==> config.mk <==
export PLATFORM = sky130hd
export DESIGN_NAME = b1_acq_corr
export DESIGN_NICKNAME = d
export VERILOG_FILES = /design/src/rtl/b1_acq_corr.sv
export SDC_FILE = /design/constraint.sdc
export NUM_CORES = 1
export LEC_CHECK = 0
export CORE_MARGIN = 5
export CORE_UTILIZATION = 30
export DETAILED_ROUTE_END_ITERATION = 10
export PLACE_DENSITY = 0.49
export SYNTH_ARGS = -nofsm -noshare
export SYNTH_HDL_FRONTEND = slang
export SYNTH_HIERARCHICAL = 1
export SYNTH_SLANG_ARGS = --single-unit
==> constraint.sdc <==
create_clock -name rx_clk -period 5.25 [get_ports rx_clk]
set_input_delay 1.05 -clock rx_clk [delete_from_list [all_inputs] [get_ports rx_clk]]
set_output_delay 1.05 -clock rx_clk [all_outputs]
set_load 0.01 [all_outputs]
==> src/rtl/b1_acq_corr.sv <==
// B1 pilot correlator front end: carrier wipe-off, E/P/L replica taps and N-period I/Q integration.
// Build option: define B1ACQ_SAT_EN for saturating accumulators (default wraps).

module b1_acq_corr_acc #(
  parameter int unsigned PW = 10,
  parameter int unsigned IW = 24
) (
  input  logic                 clk_i,
  input  logic                 rst_i,
  input  logic signed [PW-1:0] prod_i,
  input  logic                 neg_i,
  input  logic                 load_i,
  output logic signed [IW-1:0] acc_o
);
  logic signed [IW:0]   addend, base, sum;
  logic signed [IW-1:0] acc_d, acc_q;

  always_comb begin
    addend = (IW+1)'(prod_i);
    if (neg_i) addend = -addend;
    base = load_i ? '0 : (IW+1)'(acc_q);
    sum  = base + addend;
`ifdef B1ACQ_SAT_EN
    if (sum[IW] != sum[IW-1])
      acc_d = sum[IW] ? {1'b1, {(IW-1){1'b0}}} : {1'b0, {(IW-1){1'b1}}};
    else
      acc_d = sum[IW-1:0];
`else
    acc_d = sum[IW-1:0];
`endif
  end

`ifndef B1ACQ_SAT_EN
  logic unused_msb;
  assign unused_msb = sum[IW];
`endif

  always_ff @(posedge clk_i) begin
    if (rst_i) acc_q <= '0;
    else       acc_q <= acc_d;
  end

  assign acc_o = acc_q;
endmodule

module b1_acq_corr #(
  parameter int unsigned          SRC_WIDTH = 8,
  parameter int unsigned          ACC_WIDTH = 32,
  parameter logic [ACC_WIDTH-1:0] CAR_BIAS  = 32'd1975684956,
  parameter logic [ACC_WIDTH-1:0] PRN_BIAS  = 32'd228246833,
  parameter int unsigned          SPACING   = 1,
  parameter int unsigned          NCOH      = 1,
  parameter int unsigned          INT_WIDTH = 24
) (
  input  logic                        rx_clk,
  input  logic                        rx_rst,
  input  logic signed [SRC_WIDTH-1:0] rx_src,
  input  logic [ACC_WIDTH-1:0]        rx_car_fcw,
  input  logic [ACC_WIDTH-1:0]        rx_prn_fcw,
  input  logic                        rx_loc_code,
  input  logic                        rx_phs_tick,
  input  logic                        rx_prn_sop,
  input  logic                        rx_corr_ack,
  output logic [ACC_WIDTH-1:0]        tx_prn_fcw,
  output logic [ACC_WIDTH-1:0]        tx_car_nco,
  output logic                        tx_loc_E,
  output logic                        tx_loc_P,
  output logic                        tx_loc_L,
  output logic signed [INT_WIDTH-1:0] tx_ie,
  output logic signed [INT_WIDTH-1:0] tx_qe,
  output logic signed [INT_WIDTH-1:0] tx_ip,
  output logic signed [INT_WIDTH-1:0] tx_qp,
  output logic signed [INT_WIDTH-1:0] tx_il,
  output logic signed [INT_WIDTH-1:0] tx_ql,
  output logic                        tx_corr_valid,
  output logic                        tx_corr_ovf,
  output logic [15:0]                 tx_dump_cnt
);
  localparam int unsigned PW   = SRC_WIDTH + 2;
  localparam int unsigned TAPS = 2*SPACING + 1;
  localparam logic [9:0]  LAST = 10'(NCOH - 1);

  logic [ACC_WIDTH-1:0] car_fcw, car_nco_q, car_nco_d;
  logic [TAPS-1:0]      line_q;

  // stage 0: sample, phase index and pre-shift taps
  logic signed [SRC_WIDTH-1:0] src_q;
  logic [2:0]                  k_q, tap_q;
  logic                        sop_q;
  // stage 1: mixer products aligned with their taps/sop
  logic signed [PW-1:0]        i_q, q_q, i_d, q_d, sx;
  logic [2:0]                  tap2_q;
  logic                        sop2_q;

  logic [9:0]                  per_q;
  logic                        started_q, valid_q, ovf_q;
  logic [15:0]                 cnt_q;
  logic [5:0][INT_WIDTH-1:0]   acc, res_q;
  logic                        dump, load;
  logic [1:0]                  cos_c, sin_c;

  assign car_fcw    = CAR_BIAS - rx_car_fcw;
  assign car_nco_d  = car_nco_q + car_fcw;
  assign tx_prn_fcw = {rx_prn_fcw[ACC_WIDTH-3:0], 2'b00} + PRN_BIAS;
  assign tx_car_nco = car_nco_q;

  logic unused_fcw;
  assign unused_fcw = ^rx_prn_fcw[ACC_WIDTH-1 -: 2];

  assign tx_loc_E = line_q[0];
  assign tx_loc_P = line_q[SPACING];
  assign tx_loc_L = line_q[2*SPACING];

  // LUT entries coded as {negate, double}
  function automatic logic signed [PW-1:0] scale(input logic signed [PW-1:0] x,
                                                 input logic [1:0] c);
    logic signed [PW-1:0] m;
    m = c[0] ? (x <<< 1) : x;
    return c[1] ? -m : m;
  endfunction

  always_comb begin
    cos_c = 2'b00;
    sin_c = 2'b00;
    case (k_q)
      3'd0: begin cos_c = 2'b01; sin_c = 2'b00; end
      3'd1: begin cos_c = 2'b00; sin_c = 2'b01; end
      3'd2: begin cos_c = 2'b10; sin_c = 2'b01; end
      3'd3: begin cos_c = 2'b11; sin_c = 2'b00; end
      3'd4: begin cos_c = 2'b11; sin_c = 2'b10; end
      3'd5: begin cos_c = 2'b10; sin_c = 2'b11; end
      3'd6: begin cos_c = 2'b00; sin_c = 2'b11; end
      default: begin cos_c = 2'b01; sin_c = 2'b10; end
    endcase
  end

  assign sx  = PW'(src_q);
  assign i_d = scale(sx, cos_c);
  assign q_d = scale(sx, sin_c);

  // a wrapping sop dumps; the first sop after reset only restarts integration
  assign dump = sop2_q && started_q && (per_q == LAST);
  assign load = sop2_q && (!started_q || dump);

  for (genvar l = 0; l < 6; l++) begin : g_lane
    b1_acq_corr_acc #(.PW(PW), .IW(INT_WIDTH)) u_acc (
      .clk_i  (rx_clk),
      .rst_i  (rx_rst),
      .prod_i ((l % 2 == 0) ? i_q : q_q),
      .neg_i  (~tap2_q[l/2]),
      .load_i (load),
      .acc_o  (acc[l])
    );
  end

  always_ff @(posedge rx_clk) begin
    if (rx_rst) begin
      car_nco_q <= '0;
      line_q    <= '0;
      src_q     <= '0;
      k_q       <= '0;
      tap_q     <= '0;
      sop_q     <= 1'b0;
      i_q       <= '0;
      q_q       <= '0;
      tap2_q    <= '0;
      sop2_q    <= 1'b0;
      per_q     <= '0;
      started_q <= 1'b0;
      valid_q   <= 1'b0;
      ovf_q     <= 1'b0;
      cnt_q     <= '0;
      res_q     <= '0;
    end else begin
      car_nco_q <= car_nco_d;
      src_q     <= rx_src;
      k_q       <= car_nco_q[ACC_WIDTH-1 -: 3];
      sop_q     <= rx_prn_sop;
      tap_q     <= {tx_loc_L, tx_loc_P, tx_loc_E};
      if (rx_phs_tick) line_q <= {line_q[TAPS-2:0], rx_loc_code};
      i_q       <= i_d;
      q_q       <= q_d;
      sop2_q    <= sop_q;
      tap2_q    <= tap_q;
      if (sop2_q) begin
        started_q <= 1'b1;
        per_q     <= load ? 10'd0 : per_q + 10'd1;
      end
      if (dump) begin
        res_q   <= acc;
        valid_q <= 1'b1;
        cnt_q   <= cnt_q + 16'd1;
        if (valid_q && !rx_corr_ack) ovf_q <= 1'b1;
      end else if (rx_corr_ack) begin
        valid_q <= 1'b0;
      end
    end
  end

  assign tx_ie         = res_q[0];
  assign tx_qe         = res_q[1];
  assign tx_ip         = res_q[2];
  assign tx_qp         = res_q[3];
  assign tx_il         = res_q[4];
  assign tx_ql         = res_q[5];
  assign tx_corr_valid = valid_q;
  assign tx_corr_ovf   = ovf_q;
  assign tx_dump_cnt   = cnt_q;
endmodule

==> impl_metrics.yaml <==
run_status:
  status: "finished, final reports clean"
worst_hold_path:
  whs_path_depth: 2
  hp-start: "g_lane[4].u_acc/acc_o[9]"
  hp-class: "flop to flop"
  hold_end: "tx_il[9]"
drt:
  drc: 0
  vias: 22200
  first_iter_violations: 1155
  ant_nets: 0
  first_pass_iters: 5
  avgViaCountPerCell: 4.78
  post_drt_wl_per_cell_um: 16.3
  routed_wl_um: 75900
pwr:
  switching_share_pct: 44.8
  p_switching_w: 0.00966
  ir_worst_vdd_uv: 278
  power.density_nw_per_um2: 687
  p_leak_nw: 12.7
  p_comb_share_pct: 63.5
  power_frac_clock_pct: 17.2
  p_int_w: 0.0119
  p_seq_share_pct: 19.3
final_layout:
  area_growth_pct: 22.6
  layout.nets: 3771
  stdcell_count: 4647
  final_layout_size_suffix_gt1_share_pct: 7.40
clock_network:
  cts_hold_buf: 0
  htreeDepth: 2
  numCtsBuffers: 52
  cts_setup_buffers: 0
  cts_tree: "done"
  clkTransAtPathRegs_ns: 0.06
  cts.path.max_buffers: 3
  clkSinkCount: 391
  cts-root-buf: "clkbuf_16"
  clkLatencyLatePin_ns: 0.59
  cts_resized: 0
timing:
  finalSetupTns_ns: 0
  worstMarginPinSlew_ns: 1.04
  drv_slew: 0
  hold_viol: 0
  rsz0062_at_grt: "false"
  fin_crit_ns: 4.87
  slew_headroom_pct: 30.5
  post-route-period-util_pct: 92.8
  finClkSkew_ns: 0.0204
  max_freq_ghz: 0.205
  setup_viol: 0
synth:
  ys_types: 82
  ys_ff_latch: 391
  synth_edf_count: 0
  syn_nets: 3562
  synth_top_area_cell: "dfxtp_1"
  synthTopCellsByCount: "nand2_1 (476), dfxtp_1 (391), a21oi_1 (312)"
  ys.flop_type: "dfxtp_1"
  yosys_warnings: 6
  synthMostInstantiatedCell: "nand2_1"
  syn_inst: 3256
  ys_seq_area_share_pct: 30.5
  yosysTopAreaCellShare_pct: 30.5
  synth.avg_cell_area_um2: 7.87
  synthArstFlopShare_pct: 0
  netlist_area_um2: 25600
  synth_area_leaders: "dfxtp_1 (31%), ha_1 (11%), nand2_1 (7.0%)"
worst_setup_path:
  cpMostUsedCell: "clkdlybuf4s50_1"
  worstPathMaxFanout: 4
  worst_ep_required_time_ns: 4.20
  cp-end-kind: "output port"
  critPathArrivalTime_ns: 3.82
  rr_endpoint: "g_lane[3].u_acc/acc_o[21]"
  r2r_start: "per_q[0]"
  crit_path_start_kind: "primary input"
  slowest_delay_ns: 0.55
  cp_num_buf_inv: 3
  worstRegToRegCells: 15
  reg2reg_setup_slack_ns: 0.79
  cpMaxStageDelayCell: "clkdlybuf4s50_1"
  crit_chain: "clkdlybuf4s50_1 -> inv_1 -> ha_1 -> and3b_1 -> o21a_1 -> o21ai_0 -> a31oi_1 -> o31ai_1 -> a21oi_1 -> xor2_1 -> clkdlybuf4s50_1"
  critPathKind: "primary input to output port"
  critPathTopFamily: "compound AO/OA/AOI/OAI gates"
floorplan:
  core_um2: 85000
  rows: 107
  io_pins: 307
  die_h_um: 302
  start_util_pct: 30.1
  die-area_um2: 91400
  fp.dieW_um: 302
place:
  dp_hpwl_um: 56600
  port_buffers: 298
  dp.cells: 4555
  gp_congestion: 0.862
global_routing:
  overflow: 0
  grt_usage_pct: 16.1
  grt_pass1_wl_um: 121000
  antenna_found_initial: 8
  grt_max_degree: 109
  grt_pass1_vias: 22100
flow_run:
  drv_cap: 0
==> layout by cell type, fill, tap and decap left out, types with 40 or more instances in the layout <==
cell / count
a21o_1: 99
a21oi_1: 312
clkbuf_16: 53
clkdlybuf4s50_1: 297
dfxtp_1: 391
ha_1: 221
inv_1: 133
nand2_1: 476
nand3_1: 67
nand4_1: 40
nor2_1: 293
nor2b_1: 189
o21ai_0: 130
xnor2_1: 141
xor2_1: 93
==> flip-flops by register name (all words and copies together) (netlist names), 16 cells and up <==
name                flops
tx_qe                  24
g_lane.u_acc/acc_o    144
tx_dump_cnt            16
tx_qp                  24
tx_ip                  24
tx_ie                  24
tx_il                  24
tx_ql                  24
tx_car_nco             32
==> worst max-delay path by stage <==
stage                  start                         to  slack, ns  cells after the start
2_1_floorplan       per_q[0]  g_lane[0].u_acc/acc_o[19]       0.13                     15
3_3_place_gp   rx_prn_fcw[2]             tx_prn_fcw[30]       0.31                     11
3_5_place_dp   rx_prn_fcw[2]             tx_prn_fcw[30]       0.33                     11
4_1_cts        rx_prn_fcw[2]             tx_prn_fcw[30]       0.31                     11
5_1_grt        rx_prn_fcw[2]             tx_prn_fcw[30]       0.05                     11
6_report       rx_prn_fcw[2]             tx_prn_fcw[30]       0.38                     11
==> cell families after synthesis <==
logic type | share of synthesized area, %
compound gates | 21.1
xor+xnor | 8.00
other cells | 0.0293
buf+inv | 5.03
fa+ha+maj | 11.3
simple gates | 22.8
mux | 1.10
flops | 30.5
==> per-stage QoR <==
stage / util [%] / setup slack (ns) / power (W) / hold WS (ns) / cell area (µm²)
6_report: 36.9 / 0.379 / 0.0216 / 0.440 / 31400
5_1_grt: 36.9 / 0.0510 / 0.0236 / 0.460 / 31400
4_1_cts: 36.9 / 0.314 / 0.0218 / 0.446 / 31400
3_5_place_dp: 34.8 / 0.327 / 0.0178 / 0.427 / 29600
3_3_place_gp: 34.8 / 0.312 / 0.0179 / 0.426 / 29600
2_1_floorplan: - / 0.134 / 0.0150 / 0.414 / 25600
==> cell type report <==
cell class | instances | area [µm²]
Fill cell | 8999 | 53600
Multi-Input combinational cell | 2551 | 16500
Sequential cell | 391 | 7830
Timing Repair Buffer | 331 | 3320
Clock buffer | 69 | 1480
Tap cell | 1144 | 1430
Inverter | 138 | 518
Clock inverter | 22 | 305
Antenna cell | 1 | 2.50
==> layer usage <==
metal  GRT usage [%]  vias to the layer above  wire [µm]
li1                -                    11600          -
met5               0                        -         80
met3            4.13                       90       4420
met1            21.3                    10200      35900
met2            26.5                      368      34100
met4            3.62                       12       1440
==> power groups by stage <==
stage / clock network (W) / registers (W) / logic, W
2_1_floorplan: 0 / 0.00405 / 0.0110
3_3_place_gp: 0 / 0.00424 / 0.0137
3_5_place_dp: 0 / 0.00424 / 0.0136
4_1_cts: 0.00387 / 0.00418 / 0.0137
5_1_grt: 0.00397 / 0.00426 / 0.0153
6_report: 0.00372 / 0.00417 / 0.0137
==> worst register-to-register path, cell delays in order (launching register included) <==
cell and delay [ns]:
dfxtp_1 0.38, inv_1 0.08, ha_1 0.13, nor4b_1 0.41, nand4_1 0.26, a21boi_4 0.78, buf_4 0.37, nor2b_1 0.08
ha_1 0.38, a21oi_1 0.27, o21ai_0 0.16, or3_1 0.32, o21ai_1 0.37, o41ai_2 0.16, xnor2_1 0.17, nor2_1 0.05
Note: power is estimated with default switching activity, not from simulation.
